**src/rtl/pipelined_cla_adder.sv**
```systemverilog
// Purpose: pipelined carry-lookahead adder (ADD/SUB/SATADD/ADDC) with 4-bit CLA groups split across stages.
// Latency: S = ceil((WIDTH/4)/GROUPS_PER_STAGE) register stages, counting the acceptance edge.
// Backpressure: whole pipeline advances only when ~out_valid | out_ready; in_ready mirrors that enable.
module pipelined_cla_adder #(
    parameter int WIDTH            = 16,
    parameter int GROUPS_PER_STAGE = 2
) (
    input  logic             clk,
    input  logic             rst_n,
    input  logic             in_valid,
    output logic             in_ready,
    input  logic [WIDTH-1:0] a,
    input  logic [WIDTH-1:0] b,
    input  logic             cin,
    input  logic [1:0]       mode,
    output logic             out_valid,
    input  logic             out_ready,
    output logic [WIDTH-1:0] sum,
    output logic             cout,
    output logic             ovf,
    output logic             zero
);

    localparam int G  = WIDTH / 4;
    localparam int S  = (G + GROUPS_PER_STAGE - 1) / GROUPS_PER_STAGE;
    localparam int NQ = (S > 1) ? S - 1 : 1;

    localparam logic [1:0] MODE_ADD  = 2'b00;
    localparam logic [1:0] MODE_SUB  = 2'b01;
    localparam logic [1:0] MODE_SAT  = 2'b10;
    localparam logic [1:0] MODE_ADDC = 2'b11;

    // One beat in flight: effective operands travel with the partial sum and the inter-stage carry.
    typedef struct packed {
        logic             vld;
        logic [1:0]       mode;
        logic             cy;
        logic [WIDTH-1:0] a;
        logic [WIDTH-1:0] b;
        logic [WIDTH-1:0] s;
    } stage_t;

    stage_t stg_in;
    stage_t stg_src [S];
    stage_t stg_d   [S];
    stage_t stg_q   [NQ];
    stage_t fin;

    logic             adv;
    logic             fin_msb_cin;
    logic             fin_ovf;
    logic [WIDTH-1:0] fin_sum;

    // 4-bit lookahead group: returns {carry_out, sum[3:0]}.
    function automatic logic [4:0] cla4(input logic [3:0] x, input logic [3:0] y, input logic ci);
        logic [3:0] p;
        logic [3:0] g;
        logic [4:0] c;
        p    = x ^ y;
        g    = x & y;
        c[0] = ci;
        c[1] = g[0] | (p[0] & ci);
        c[2] = g[1] | (p[1] & g[0]) | (p[1] & p[0] & ci);
        c[3] = g[2] | (p[2] & g[1]) | (p[2] & p[1] & g[0]) | (p[2] & p[1] & p[0] & ci);
        c[4] = g[3] | (p[3] & g[2]) | (p[3] & p[2] & g[1]) | (p[3] & p[2] & p[1] & g[0])
             | (p[3] & p[2] & p[1] & p[0] & ci);
        return {c[4], p ^ c[3:0]};
    endfunction

    assign adv      = ~out_valid | out_ready;
    assign in_ready = adv;

    // Map the operation onto a plain A + B' + c0 addition; mode and cin are captured here with the beat.
    always_comb begin
        stg_in      = '0;
        stg_in.vld  = in_valid;
        stg_in.mode = mode;
        stg_in.a    = a;
        stg_in.b    = (mode == MODE_SUB) ? ~b : b;
        stg_in.cy   = (mode == MODE_SUB) | ((mode == MODE_ADDC) & cin);
    end

    // Source of each stage: stage 0 takes the new beat, later stages take the previous stage register.
    always_comb begin
        stg_src[0] = stg_in;
        for (int k = 1; k < S; k++) begin
            stg_src[k] = stg_q[k-1];
        end
    end

    // Each stage resolves its own slice of groups, chaining the carry through them.
    always_comb begin
        logic       cy;
        logic [4:0] r;
        cy = 1'b0;
        r  = '0;
        for (int k = 0; k < S; k++) begin
            stg_d[k] = stg_src[k];
            cy       = stg_src[k].cy;
            for (int g = 0; g < G; g++) begin
                if ((g >= k * GROUPS_PER_STAGE) && (g < (k + 1) * GROUPS_PER_STAGE)) begin
                    r                    = cla4(stg_src[k].a[g*4 +: 4], stg_src[k].b[g*4 +: 4], cy);
                    stg_d[k].s[g*4 +: 4] = r[3:0];
                    cy                   = r[4];
                end
            end
            stg_d[k].cy = cy;
        end
    end

    // Final stage: flags from the raw result, then saturation, then zero detect on the saturated value.
    always_comb begin
        fin         = stg_d[S-1];
        fin_msb_cin = fin.s[WIDTH-1] ^ fin.a[WIDTH-1] ^ fin.b[WIDTH-1];
        fin_ovf     = fin_msb_cin ^ fin.cy;
        fin_sum     = fin.s;
        if ((fin.mode == MODE_SAT) && fin_ovf) begin
            fin_sum = fin.s[WIDTH-1] ? {1'b0, {(WIDTH-1){1'b1}}} : {1'b1, {(WIDTH-1){1'b0}}};
        end
    end

    // Stage and output registers: synchronous reset wins, otherwise everything moves together on adv.
    always_ff @(posedge clk) begin
        if (!rst_n) begin
            for (int k = 0; k < NQ; k++) begin
                stg_q[k] <= '0;
            end
            out_valid <= 1'b0;
            sum       <= '0;
            cout      <= 1'b0;
            ovf       <= 1'b0;
            zero      <= 1'b0;
        end else if (adv) begin
            for (int k = 0; k < S - 1; k++) begin
                stg_q[k] <= stg_d[k];
            end
            out_valid <= fin.vld;
            sum       <= fin_sum;
            cout      <= fin.cy;
            ovf       <= fin_ovf;
            zero      <= (fin_sum == '0);
        end
    end

endmodule

```
**config.mk**
```make
export PLATFORM = sky130hd
export DESIGN_NAME = pipelined_cla_adder
export DESIGN_NICKNAME = d
export VERILOG_FILES = /design/src/rtl/pipelined_cla_adder.sv
export SDC_FILE = /design/constraint.sdc
export NUM_CORES = 1
export LEC_CHECK = 0
export ABC_AREA = 1
export CAP_MARGIN = 30
export CORE_ASPECT_RATIO = 1.4
export CORE_MARGIN = 2
export CORE_UTILIZATION = 51
export CTS_CLUSTER_DIAMETER = 80
export CTS_CLUSTER_SIZE = 12
export DETAILED_ROUTE_END_ITERATION = 7
export PLACE_DENSITY = 0.91
export SETUP_SLACK_MARGIN = 0.4
export SKIP_LAST_GASP = 1
export SLEW_MARGIN = 15
export SYNTH_ARGS = -nofsm -noshare
export SYNTH_HDL_FRONTEND = slang
export SYNTH_SLANG_ARGS = --single-unit
export TNS_END_PERCENT = 30
```
**constraint.sdc**
```tcl
create_clock -name clk -period 3.1 [get_ports clk]
set_input_delay 0.31 -clock clk [delete_from_list [all_inputs] [get_ports clk]]
set_output_delay 0.31 -clock clk [all_outputs]
set_load 0.02 [all_outputs]
```
==> impl_metrics.py <==
metrics = {
    "outcome": {
        "outcome": "finished clean",
    },
    "placement": {
        "hpwl_um": 4150,
        "place_congestion": 0.802,
        "io_buffers": 59,
        "dp.cells": 436,
    },
    "critical_path": {
        "path_class": "input port to flip-flop",
        "crit_path_top_delay_cell": "fa_2",
        "timing.rr.end": "zero",
        "path_max_fanout": 5,
        "rr_worst_depth": 15,
        "cp_cell_sequence": "clkdlybuf4s50_1, nor2_4, xnor2_2, inv_1, ha_1, nand3_1, nand2_2, a21o_1, nand2_1, nand2_1, inv_1, fa_2, nor2_1",
        "cp-end-kind": "flip-flop",
        "cp_data_arrival_time_ps": 2640,
        "cp.required_ps": 3130,
        "critPathLaunchType": "input port",
        "ff2ff_setup_slack_ps": 700,
        "max_stage_delay_ps": 530,
        "rr_startpoint": "stg_q[0][22]",
    },
    "synth": {
        "synth_seq_cells": 48,
        "synth_area_sq_um": 2800,
        "synthesis.instances": 316,
        "syn_nets": 375,
        "ys_types": 30,
        "ys_warn_count": 0,
        "avgSynthCellArea_sq_um": 8.86,
        "ys_seq_area_share_pct": 44.3,
    },
    "timing": {
        "timing.slew.headroom_pct": 54.4,
        "final_max_slew_viol_count": 0,
        "fin_crit_ps": 2610,
        "tightest_slew_ps": 680,
        "rsz0062_at_grt": "no",
        "setup_violations": 0,
        "fmax_ghz": 0.383,
        "finalHoldViolCount": 0,
        "tns_ps": 0,
        "fin_crit_sh_pct": 84.3,
        "skew_ps": 7.84,
    },
    "clocking": {
        "clock-sinks": 48,
        "clkTransAtPathRegs_ps": 80,
        "cts_tree": "yes",
        "cts.path.max_buffers": 2,
        "cts_buffers": 5,
        "h-tree-depth": 2,
        "hold_buffers": 0,
        "worstSkewPairLatency_ps": 290,
        "cts-root-buf": "clkbuf_8",
    },
    "power_and_ir_drop": {
        "power_frac_clock_pct": 21.5,
        "power_w": 0.00176,
        "switching_share_pct": 31.4,
        "p_int_w": 0.00121,
        "p_leak_nw": 1.65,
        "switchingPower_w": 0.000552,
        "powerDensity_nw_per_um2": 485,
        "pwr-share-comb_pct": 33.4,
        "p_seq_share_pct": 45.0,
        "peakVddDrop_v": 0.000250,
    },
    "floorplan": {
        "die_y_um": 91.7,
        "ioPinCount": 60,
        "die_w_um": 66.6,
        "start_util_pct": 53.5,
        "core_area_sq_um": 5240,
        "dieArea_sq_um": 6110,
        "rows": 31,
    },
    "routing": {
        "via_per_inst": 5.13,
        "antenna_left": 0,
        "drc_errors": 0,
        "dr_total_vias": 2304,
        "drtIter0Drc": 121,
        "first_pass_iters": 4,
        "wl_um": 5490,
        "wl_per_cell_um": 12.2,
    },
    "global_routing": {
        "grt_pass1_vias": 2228,
        "grt_overflow": 0,
        "antenna_found_initial": 0,
        "grt_start_max_net_pins": 29,
        "grt_usage_pct": 19.7,
        "grt_first_pass_wirelength_um": 9460,
    },
    "final_layout": {
        "final_core_utilization_pct": 69.2,
        "final_common_cell": "clkdlybuf4s50_1",
        "nets": 441,
        "instances_no_fill": 449,
        "syn2layout_area_growth_pct": 29.5,
        "mostFrequentLayoutCells": "58 x clkdlybuf4s50_1, 44 x nand2_1, 40 x inv_1, 36 x a21oi_1, 30 x nor2_1",
        "insertedDiodeCount": 0,
        "drive_gt1_share_pct": 14.1,
    },
    "flow_run": {
        "maxCapViolCount": 0,
    },
    "min_path": {
        "hold_start": "mode[0]",
        "hold_class": "input port to flip-flop",
        "holdPathEnd": "stg_q[0][41]",
        "hold_depth": 3,
    },
}
## area by class of cell
class	count	area (sq um)
Fill cell	399	1610
Sequential cell	48	1240
Clock buffer	6	82.6
Tap cell	66	82.6
Inverter	42	158
Clock inverter	2	10.0
Timing Repair Buffer	70	688
Multi-Input combinational cell	215	1360
## registers in the layout, indices dropped and copies added, names as in the netlist
| name | count |
|---|---|
| cout | 1 |
| ovf | 1 |
| sum | 16 |
| stg_q | 28 |
| out_valid | 1 |
| zero | 1 |
## metal layers
metal	GRT usage [%]	up-vias	share of wire [%]
met3	2.82	14	3.5
met2	35.3	79	54
met4	8.16	0	2.8
met5	0	-	0
li1	-	1165	-
met1	22.9	1046	40
## cells in the mapped netlist, drive strengths merged
library cell / n / area (sq um)
nand2: 52 / 213
a21oi: 46 / 264
inv: 41 / 154
nor2: 41 / 179
edfxtp: 28 / 841
dfxtp: 20 / 400
nand3: 18 / 108
ha: 16 / 200
xor2: 11 / 96.3
o21ai: 9 / 45.0
o21a: 8 / 60.1
clkbuf: 6 / 22.5
buf: 5 / 38.8
xnor2: 5 / 43.8
fa: 4 / 80.1
a21o: 2 / 15.0
a211oi: 1 / 20.0
a22o: 1 / 8.76
clkinv: 1 / 3.75
nand3b: 1 / 7.51
## through the flow
stage / instance area [sq um] / hold slack [ps] / worst slack [ps]
5_1_grt: 3630 / 449 / 396
3_5_place_dp: 3460 / 446 / 24.2
4_1_cts: 3580 / 462 / 409
6_report: 3630 / 425 / 487
3_3_place_gp: 3460 / 446 / 190
2_1_floorplan: 2800 / 433 / 466
## worst max-delay path: cells and delay by family
kind	cells	cell delay, ps
AO/OA/AOI/OAI	1	150
XOR/XNOR	1	150
adder cells (fa/ha/maj)	2	820
buffers and inverters	3	600
AND/OR/NAND/NOR	6	610
## how the worst max path moves through the flow
stage	from	slack, ps	endpoint
floorplan	mode[0]	470	stg_q[0][5]
global placement	mode[0]	190	stg_q[0][5]
detailed placement	mode[0]	20	stg_q[0][5]
CTS	mode[0]	410	stg_q[0][5]
global route	mode[1]	400	stg_q[0][5]
finish	mode[1]	490	stg_q[0][4]
## kinds of logic (layout without fill, tap and decap cells)
kind of cell	count (synthesis)	after routing	synth area share, %
AOI/OAI and AO/OA	67	67	14.7
xor gates and xnor gates	16	16	5.00
adders and majority gates	20	20	10.0
buffers and inverters	53	120	7.82
DFF	48	48	44.3
and+or+nand+nor	112	112	18.1
## repair_timing
action | CTS | global route
pin swaps | 1 | 4
endpoints found under the setup margin | 2 | 5
gates resized for setup | 3 | 7
buffers inserted | 1 | 4
endpoints found under the hold margin | 0 | 0
## power groups by stage
stage	Clock (W)	Sequential (W)	Combinational, W
6_report	0.000379	0.000793	0.000588
5_1_grt	0.000406	0.000802	0.000658
4_1_cts	0.000383	0.000794	0.000572
3_5_place_dp	0	0.000809	0.000564
3_3_place_gp	0	0.000805	0.000539
2_1_floorplan	0	0.000843	0.000335
No activity file was read; power rests on OpenSTA's default activity.
